File: config.mk
export PLATFORM = sky130hd
export DESIGN_NAME = bcd_to_binary
export DESIGN_NICKNAME = d
export VERILOG_FILES = /design/src/rtl/bcd_pkg.sv /design/src/rtl/bcd_digit_adjust.sv /design/src/rtl/bcd_to_binary.sv
export SDC_FILE = /design/constraint.sdc
export NUM_CORES = 1
export LEC_CHECK = 0
export CAP_MARGIN = 40
export CORE_ASPECT_RATIO = 0.6
export CORE_MARGIN = 10
export CORE_UTILIZATION = 50
export DETAILED_ROUTE_END_ITERATION = 8
export GPL_TIMING_DRIVEN = 0
export PLACE_DENSITY = 0.76
export SETUP_SLACK_MARGIN = 0.3
export SLEW_MARGIN = 20
export SYNTH_ARGS = -nofsm -noshare
export SYNTH_HDL_FRONTEND = slang
export SYNTH_HIERARCHICAL = 1
export SYNTH_SLANG_ARGS = --single-unit
File: constraint.sdc
create_clock -name CLK -period 1.85 [get_ports CLK]
set_clock_uncertainty 0.2 [all_clocks]
set_input_delay 0.2775 -clock CLK [delete_from_list [all_inputs] [get_ports CLK]]
set_output_delay 0.2775 -clock CLK [all_outputs]
set_load 0.02 [all_outputs]
File: src/rtl/bcd_pkg.sv
// rtl/bcd_pkg.sv - shared state encoding, widths and digit limit for bcd_to_binary
package bcd_pkg;

    typedef enum logic [2:0] {
        ST_IDLE  = 3'b000,
        ST_INIT  = 3'b001,
        ST_SHIFT = 3'b011,
        ST_CHECK = 3'b010,
        ST_DONE  = 3'b110
    } state_t;

    localparam int BCD_W   = 16;
    localparam int BIN_W   = 16;
    localparam int SHIFT_N = 16;

    localparam logic [3:0] DIGIT_MAX = 4'd9;

    function automatic logic nibble_invalid(input logic [3:0] n);
        return n > DIGIT_MAX;
    endfunction

endpackage

File: src/rtl/bcd_digit_adjust.sv
// rtl/bcd_digit_adjust.sv - reverse double-dabble digit correction: subtract 3 from digits of 8 or more
module bcd_digit_adjust (
    input  logic [3:0] din,
    output logic [3:0] dout
);

    assign dout = (din >= 4'd8) ? din - 4'd3 : din;

endmodule

File: src/rtl/bcd_to_binary.sv
// rtl/bcd_to_binary.sv - sequential 4-digit packed BCD to binary converter, START/DONE handshake, 34 clocks
// Optional macro BCD2BIN_SIGNED_EN adds a SIGN input and two's-complement negation of the result.
module bcd_to_binary
    import bcd_pkg::*;
#(
    parameter int NDIG = 4,
    parameter int BW   = BIN_W
) (
    input  logic          CLK,
    input  logic          RST,
    input  logic          START,
    input  logic [BW-1:0] BCD,
`ifdef BCD2BIN_SIGNED_EN
    input  logic          SIGN,
`endif
    output logic [BW-1:0] BINOUT,
    output logic          DONE,
    output logic          ERR,
    output logic          BUSY
);

    state_t              state, state_d;
    logic [2*BW-1:0]     tmp, tmp_d;
    logic [4:0]          cnt, cnt_d;
    logic                err_flag, err_flag_d;
    logic [BW-1:0]       binout_d;
    logic                done_d, err_d;
    logic [BW-1:0]       adj;
    logic [BW-1:0]       result;
    logic                any_bad;

    for (genvar g = 0; g < NDIG; g++) begin : g_adj
        bcd_digit_adjust u_adj (
            .din  (tmp[BW + 4*g +: 4]),
            .dout (adj[4*g +: 4])
        );
    end

    always_comb begin
        any_bad = 1'b0;
        for (int i = 0; i < NDIG; i++) begin
            any_bad = any_bad | nibble_invalid(tmp[BW + 4*i +: 4]);
        end
    end

`ifdef BCD2BIN_SIGNED_EN
    logic sign_q;

    always_ff @(posedge CLK) begin
        if (RST) begin
            sign_q <= 1'b0;
        end else if (state == ST_IDLE && START) begin
            sign_q <= SIGN;
        end
    end

    assign result = sign_q ? (~tmp[BW-1:0] + BW'(1)) : tmp[BW-1:0];
`else
    assign result = tmp[BW-1:0];
`endif

    always_comb begin
        state_d    = state;
        tmp_d      = tmp;
        cnt_d      = cnt;
        err_flag_d = err_flag;
        binout_d   = BINOUT;
        done_d     = 1'b0;
        err_d      = 1'b0;
        case (state)
            ST_IDLE: begin
                if (START) begin
                    tmp_d   = {BCD, {BW{1'b0}}};
                    cnt_d   = '0;
                    state_d = ST_INIT;
                end
            end
            ST_INIT: begin
                err_flag_d = any_bad;
                state_d    = any_bad ? ST_DONE : ST_SHIFT;
            end
            ST_SHIFT: begin
                tmp_d   = {1'b0, tmp[2*BW-1:1]};
                cnt_d   = cnt + 5'd1;
                state_d = ST_CHECK;
            end
            ST_CHECK: begin
                // after the last shift the upper field is already zero, so no correction
                if (cnt == 5'(SHIFT_N)) begin
                    state_d = ST_DONE;
                end else begin
                    tmp_d   = {adj, tmp[BW-1:0]};
                    state_d = ST_SHIFT;
                end
            end
            ST_DONE: begin
                done_d  = 1'b1;
                state_d = ST_IDLE;
                tmp_d   = '0;
                cnt_d   = '0;
                if (err_flag) begin
                    err_d = 1'b1;
                end else begin
                    binout_d = result;
                end
            end
            default: state_d = ST_IDLE;
        endcase
    end

    always_ff @(posedge CLK) begin
        if (RST) begin
            state    <= ST_IDLE;
            tmp      <= '0;
            cnt      <= '0;
            err_flag <= 1'b0;
            BINOUT   <= '0;
            DONE     <= 1'b0;
            ERR      <= 1'b0;
        end else begin
            state    <= state_d;
            tmp      <= tmp_d;
            cnt      <= cnt_d;
            err_flag <= err_flag_d;
            BINOUT   <= binout_d;
            DONE     <= done_d;
            ERR      <= err_d;
        end
    end

    assign BUSY = (state != ST_IDLE);

endmodule

==> results of run 1 <==
==> critical path: stages (launching register included) <==
cell                        delay [ps]
sky130_fd_sc_hd__dfxtp_2           320
sky130_fd_sc_hd__buf_6             130
sky130_fd_sc_hd__clkbuf_16         140
sky130_fd_sc_hd__or3_4             380
sky130_fd_sc_hd__buf_6             140
==> final timing paths <==
| check | endpoint | start |
|---|---|---|
| max reg2reg | tmp[26]$_SDFFE_PP0P_ | state[0]$_SDFFE_PP0P_ |
| min reg2reg | BINOUT[11]$_SDFFE_PP0P_ | BINOUT[11]$_SDFFE_PP0P_ |
| max | BUSY | state[0]$_SDFFE_PP0P_ |
| min | tmp[23]$_SDFFE_PP0P_ | RST |
==> where the power goes <==
part | leakage (uW) | internal, uW | switching, uW | total [uW]
sequential | 0.000485 | 1370 | 174 | 1540
combinational | 0.00103 | 686 | 711 | 1400
clock | 0.0000884 | 554 | 527 | 1080
total | 0.00160 | 2610 | 1410 | 4020
==> registers in the layout, summed over array words and instances, names as in the netlist <==
signal	flops
ERR	1
BINOUT	16
state	3
DONE	1
err_flag	1
cnt	5
tmp	32
==> final cells by class <==
type / count / area [um^2]
multi-input combinational: 248 / 1963
sequential: 59 / 1204
fill: 376 / 1320
buffer: 25 / 257.7
clock inverter: 4 / 25.02
inverter: 12 / 45.04
clock buffer: 12 / 155.1
tap: 80 / 100.1
timing repair buffer: 61 / 553.0
==> per-layer routing <==
metal / global-route usage [%] / wire length (um) / vias to the layer above
met5: 0 / 0 / -
met1: 21.21 / 4026 / 1412
met3: 6.497 / 671 / 27
li1: - / - / 1332
met4: 5.097 / 205 / 0
met2: 25.44 / 4339 / 132
==> synthesized netlist by cell type (2+ instances only) <==
cell type	number
sky130_fd_sc_hd__dfxtp_1	59
sky130_fd_sc_hd__nor2_1	53
sky130_fd_sc_hd__a21oi_1	40
sky130_fd_sc_hd__nand2_1	36
sky130_fd_sc_hd__mux2i_1	18
sky130_fd_sc_hd__a22oi_1	17
sky130_fd_sc_hd__a211oi_2	14
sky130_fd_sc_hd__inv_1	12
sky130_fd_sc_hd__o21ai_0	11
sky130_fd_sc_hd__clkbuf_1	10
sky130_fd_sc_hd__ha_1	10
sky130_fd_sc_hd__buf_2	9
sky130_fd_sc_hd__nand2b_1	5
sky130_fd_sc_hd__nor2b_1	4
sky130_fd_sc_hd__or3_1	4
sky130_fd_sc_hd__xnor2_1	4
sky130_fd_sc_hd__xor2_1	4
sky130_fd_sc_hd__nor3_1	3
sky130_fd_sc_hd__a211oi_1	2
sky130_fd_sc_hd__and3b_1	2
sky130_fd_sc_hd__buf_1	2
sky130_fd_sc_hd__buf_4	2
sky130_fd_sc_hd__nand3_1	2
sky130_fd_sc_hd__nor3b_1	2
sky130_fd_sc_hd__nor4b_1	2
sky130_fd_sc_hd__or3b_1	2
==> placed cells by master (no fill, tap or decap), types with 14 or more instances in the layout <==
master,instances
sky130_fd_sc_hd__dfxtp_1,45
sky130_fd_sc_hd__nor2_1,39
sky130_fd_sc_hd__a21oi_1,23
sky130_fd_sc_hd__nand2_1,20
sky130_fd_sc_hd__mux2i_1,18
sky130_fd_sc_hd__a22oi_2,17
sky130_fd_sc_hd__a21oi_2,17
sky130_fd_sc_hd__buf_6,16
sky130_fd_sc_hd__a211oi_2,16
sky130_fd_sc_hd__clkdlybuf4s50_1,16
sky130_fd_sc_hd__clkbuf_2,14
sky130_fd_sc_hd__buf_4,14
==> through the flow <==
stage	TNS (ps)	std cells	instance area (um^2)
4_1_cts	-382.0	491	3910
3_3_place_gp	-13110	460	3448
3_5_place_dp	-14480	460	3448
2_1_floorplan	0	344	2988
5_1_grt	-364.9	501	4303
6_report	-106.2	501	4303
==> kinds of logic after synthesis <==
group / after synthesis
buffers and inverters: 37
DFF: 59
and+or+nand+nor: 122
adders and majority gates: 10
AOI/OAI and AO/OA: 90
xor gates and xnor gates: 8
muxes: 18
==> what timing repair did <==
action	4_1_cts	5_1_grt
gates cloned	3	2
setup buffers	12	8
pin swaps	29	30
resized for setup	74	128
endpoints found under the setup margin	75	61
==> impl_metrics.env, run 1 <==
export IMPL_synth_avg_cell_area_um2=8.482
export IMPL_synth_edf_count=0
export IMPL_setup_viol_count_final=3
export IMPL_timing_reg2reg_setup_slack_ps=-20
export IMPL_synth_mux_area_fraction_pct=6.175
export IMPL_dominant_combinational_cell_family_by_area_after_synthesis="compound AO/OA/AOI/OAI gates"
export IMPL_dominantRegCellSynth="sky130_fd_sc_hd__dfxtp_1"
export IMPL_synth_seq_cells=59
export IMPL_grt_start_max_net_pins=11
export IMPL_design_power_total_uw=4023
export IMPL_average_vias_per_placed_instance=5.794
export IMPL_core_area_um2=5623
export IMPL_achievable_frequency_mhz=519.0
export IMPL_worstPathMaxFanout=8
export IMPL_pin_count=38
export IMPL_violations="setup timing"
export IMPL_clock_insertion_delay_worst_skew_ps=350
export IMPL_worst_pin_slew_ps=770.9
export IMPL_slew_violations=0
export IMPL_synthesis_yosys_warnings=6
export IMPL_post_synth_and_or_nand_nor_area_fraction_pct=19.47
export IMPL_rsz_0062_raised_after_global_routing="yes"
export IMPL_route_detailed_drc=0
export IMPL_place_congestion=0.8013
export IMPL_globalRoute_totalOverflow=0
export IMPL_timing_final_ws_setup_ps=-76.82
export IMPL_timing_setup_critical_path_class="register to primary output"
export IMPL_max_cap_viol_count=0
export IMPL_ant_nets=0
export IMPL_std_cell_rows=21
export IMPL_drt_wirelength_per_cell_um=18.45
export IMPL_ctsHoldBuffers=0
export IMPL_tritoncts_clock_tree="built"
export IMPL_areaGrowthSynthToFinish_pct=47.47
export IMPL_holdCritPathClass="input port to register"
export IMPL_first_global_vias=2606
export IMPL_hold_path_cell_count=2
export IMPL_numClockSinks=59
export IMPL_global_route_wire_length_before_repair_mm=12.82
export IMPL_synth_compound_area_share_pct=21.48
export IMPL_place_worst_setup_slack_ps=-416.5
export IMPL_grt_antenna_before_repair=0
export IMPL_cts_htree_levels=3
export IMPL_max_slew_margin_pct=48.61
export IMPL_final_min_clock_period_ps=1927
export IMPL_final_min_period_over_clock_period_pct=104.2
export IMPL_cts_root_to_sink_buffers=2
export IMPL_globalRouteTotalUtil_pct=16.64
export IMPL_post_synth_top_area_fraction_pct=40.48
export IMPL_floorplan_die_height_um=79.17
export IMPL_netlist_top_cell_by_area="sky130_fd_sc_hd__dfxtp_1"
export IMPL_drt_wl_total_mm=9.243
export IMPL_worst_ir_drop_vdd_mv=0.5397
export IMPL_start_kind="register"
export IMPL_port_buffers=36
export IMPL_num_nets_final=445
export IMPL_finalHoldViolations=0
export IMPL_p_per_area_nw_per_um2=935.0
export IMPL_num_vias=2903
export IMPL_final_layout_size_suffix_gt1_share_pct=42.99
export IMPL_synthesis_area_um2=2918
export IMPL_dr_first_iter_drc_count=194
export IMPL_initial_core_util_pct=51.89
export IMPL_cts_buffers=9
export IMPL_whs_ps=224.3
export IMPL_end_kind="primary output"
export IMPL_async_flop_share_pct=0
export IMPL_power_leakage_uw=0.001604
export IMPL_synth_cell_types=41
export IMPL_drt_first_pass_iters=5
export IMPL_synth_xor_area_share_pct=2.401
export IMPL_clock_pin_slew_on_the_worst_setup_and_hold_paths_ps=70
export IMPL_die_width_um=118.6
export IMPL_r2r_cells=7
export IMPL_clk_root_buffer_cell="sky130_fd_sc_hd__clkbuf_8"
export IMPL_worstPathArrival_ps=1450
export IMPL_post_synthesis_share_of_cell_area_spent_on_full_adders_half_adders_and_majority_gates_pct=4.288
export IMPL_run_status="finished with violations"
export IMPL_post_synth_main_area_contributors="sky130_fd_sc_hd__dfxtp_1 (40%), sky130_fd_sc_hd__a21oi_1 (6.9%), sky130_fd_sc_hd__nor2_1 (6.8%)"
export IMPL_required_ps=1370
export IMPL_layout_utilization_pct=76.52
export IMPL_synth_seq_area_share_pct=40.48
export IMPL_synth_fp_nets=373
export IMPL_postSynthCellCount=344
export IMPL_fp_dieArea_um2=9391
export IMPL_dp_hpwl_mm=5.227
export IMPL_insertedDiodeCount=0
Power figures use the tool's default switching activity.
==> run 2, diff against run 1 <==
--- a/config.mk
+++ b/config.mk
@@ -7,7 +7,7 @@
 export LEC_CHECK = 0
 export CAP_MARGIN = 40
 export CORE_ASPECT_RATIO = 0.6
-export CORE_MARGIN = 10
+export CORE_MARGIN = 2
 export CORE_UTILIZATION = 50
 export DETAILED_ROUTE_END_ITERATION = 8
 export GPL_TIMING_DRIVEN = 0
==> run 2 against run 1 <==
The run still ends with setup timing left. Maximum frequency is 1.3% higher. Largest power group unchanged. Hold slack worse by 17 ps. Non-clock buffer count down 3. Global-route usage rose by 7.3 points. First-iteration DRC count is 28% higher. Register-to-register slack about the same. Highest routed layer unchanged. Clock power up 34%. Critical endpoint unchanged. Clock-buffer cell count fell by 1. Flip-flop and latch count is the same. Combinational power decreased by 5%.
==> impl_metrics.env, run 2 (same netlist as run 1, synthesis figures left out) <==
export IMPL_layout_cells_most_common="sky130_fd_sc_hd__dfxtp_1"
export IMPL_tritoncts_clock_tree="built"
export IMPL_buffers_plus_inverters_on_the_worst_setup_path=3
export IMPL_core_area_um2=5597
export IMPL_ant_nets=0
export IMPL_dr_first_iter_drc_count=249
export IMPL_max_slew_margin_pct=47.16
export IMPL_timing_setup_critical_path_class="register to primary output"
export IMPL_critical_path_depth=4
export IMPL_r2r_cells=6
export IMPL_end_kind="primary output"
export IMPL_share_seq_of_total_power_pct=35.8
export IMPL_placement_cell_area_um2=3448
export IMPL_setup_viol_count_final=10
export IMPL_biggestRegsByFlops="tmp x32, BINOUT x16, cnt x5"
export IMPL_numClockSinks=59
export IMPL_clock_pin_slew_on_the_worst_setup_and_hold_paths_ps=70
export IMPL_violations="setup timing"
export IMPL_cts_htree_levels=3
export IMPL_cts_root_to_sink_buffers=2
export IMPL_globalRoute_totalOverflow=0
export IMPL_std_cell_rows=21
export IMPL_global_route_wire_length_before_repair_mm=11.99
export IMPL_rsz_0062_raised_after_global_routing="yes"
export IMPL_globalRouteTotalUtil_pct=23.92
export IMPL_mostFrequentLayoutCells="sky130_fd_sc_hd__dfxtp_1 (42), sky130_fd_sc_hd__nor2_1 (39), sky130_fd_sc_hd__a21oi_1 (23), sky130_fd_sc_hd__nand2_1 (19), sky130_fd_sc_hd__mux2i_1 (18)"
export IMPL_netSwitchingFraction_pct=31.86
export IMPL_hold_path_cell_count=2
export IMPL_timing_reg2reg_setup_slack_ps=-30
export IMPL_drt_wl_total_mm=8.335
export IMPL_floorplan_die_height_um=63.17
export IMPL_num_nets_final=442
export IMPL_final_layout_size_suffix_gt1_share_pct=40.43
export IMPL_num_vias=2760
export IMPL_port_buffers=36
export IMPL_holdCritPathClass="input port to register"
export IMPL_final_min_clock_period_ps=1902
export IMPL_critical_path_max_stage_delay_ps=380
export IMPL_power_leakage_uw=0.001656
export IMPL_largest_register="tmp"
export IMPL_path_cells="buf_8 > buf_6 > or3_4 > buf_6"
export IMPL_worst_pin_slew_ps=792.6
export IMPL_die_width_um=102.6
export IMPL_worst_ir_drop_vdd_mv=0.6287
export IMPL_timing_final_ws_setup_ps=-52.38
export IMPL_insertedDiodeCount=0
export IMPL_worstPathArrival_ps=1420
export IMPL_dp_hpwl_mm=4.600
export IMPL_run_status="finished with violations"
export IMPL_ctsHoldBuffers=0
export IMPL_clock_insertion_delay_worst_skew_ps=350
export IMPL_achievable_frequency_mhz=525.7
export IMPL_grt_antenna_before_repair=0
export IMPL_clk_root_buffer_cell="sky130_fd_sc_hd__clkbuf_8"
export IMPL_worstPathMaxFanout=8
export IMPL_first_global_vias=2449
export IMPL_critical_path_top_delay_family="buffers and inverters"
export IMPL_power_clock_fraction_pct=33.5
export IMPL_average_vias_per_placed_instance=5.542
export IMPL_route_detailed_drc=0
export IMPL_p_comb_share_pct=30.7
export IMPL_timing_rr_end="tmp[7]$_SDFFE_PP0P_"
export IMPL_required_ps=1370
export IMPL_finalHoldViolations=0
export IMPL_cts_buffers=9
export IMPL_final_setup_tns_ps=-172.4
export IMPL_drt_first_pass_iters=5
export IMPL_initial_core_util_pct=52.14
export IMPL_internal_power_uw=2947
export IMPL_largest_register_ff_count=32
export IMPL_max_cap_viol_count=0
export IMPL_fp_dieArea_um2=6483
export IMPL_p_per_area_nw_per_um2=991.7
export IMPL_drt_wirelength_per_cell_um=16.74
export IMPL_place_congestion=0.8013
export IMPL_crit_top_cell="sky130_fd_sc_hd__buf_6"
export IMPL_final_min_period_over_clock_period_pct=102.8
export IMPL_pin_count=38
export IMPL_hold_end="tmp[23]$_SDFFE_PP0P_"
export IMPL_areaGrowthSynthToFinish_pct=49.44
export IMPL_slew_violations=0
export IMPL_crit_reg2reg_launch="state[0]$_SDFFE_PP0P_"
export IMPL_cpMaxStageDelayCell="sky130_fd_sc_hd__or3_4"
export IMPL_start_kind="register"
export IMPL_fin_area_um2=4360
export IMPL_grt_start_max_net_pins=11
export IMPL_worst_hold_startpoint="RST"
export IMPL_p_sw_uw=1377
## run 2: power groups by stage
stage               sequential [uW]  combinational (uW)  clock, uW
floorplan                      1490                 756          0
global placement               1520                 929          0
detailed placement             1530                 949          0
CTS                            1530                1220       1450
global route                   1560                1420       1520
finish                         1550                1330       1450
## run 2: final cells by class
cell class	instances	area, um^2
clock buffer	11	141.4
inverter	12	45.04
tap	80	100.1
timing repair buffer	58	556.8
clock inverter	5	100.1
sequential	59	1202
multi-input combinational	248	1956
buffer	25	259.0
fill	356	1236
## run 2: per-stage QoR
step	power, uW	hold slack (ps)	util, %	instances	setup slack (ps)
floorplan	2247	232.3	-	344	137.5
global placement	2453	240.1	61.61	460	-362.6
detailed placement	2477	245.6	61.61	460	-424.3
CTS	4200	145.5	72.26	488	-67.37
global route	4495	221.4	77.91	498	-104.7
finish	4324	206.9	77.91	498	-52.38
## run 2: layer usage
layer  vias to the layer above  global-route usage [%]  wire, um
li1                       1320                       -         -
met1                      1337                   34.43      3897
met2                        85                   34.56      3842
met3                        18                   7.103       477
met4                         0                   6.667       117
met5                         -                       0         0
## run 2: what timing repair did
action,4_1_cts,5_1_grt
gates resized for setup,96,99
setup endpoints to repair,74,59
pin swaps,14,17
setup buffers,10,9
cloned,2,1
## run 2: worst max path at each step
| stage | slack, ps | to | start |
|---|---|---|---|
| 6_report | -50 | BUSY | state[2]$_SDFFE_PP0P_ |
| 3_5_place_dp | -420 | tmp[26]$_SDFFE_PP0P_ | START |
| 2_1_floorplan | 140 | cnt[4]$_SDFFE_PP0P_ | state[0]$_SDFFE_PP0P_ |
| 5_1_grt | -100 | tmp[2]$_SDFFE_PP0P_ | state[0]$_SDFFE_PP0P_ |
| 4_1_cts | -70 | BUSY | state[2]$_SDFFE_PP0P_ |
| 3_3_place_gp | -360 | tmp[26]$_SDFFE_PP0P_ | START |
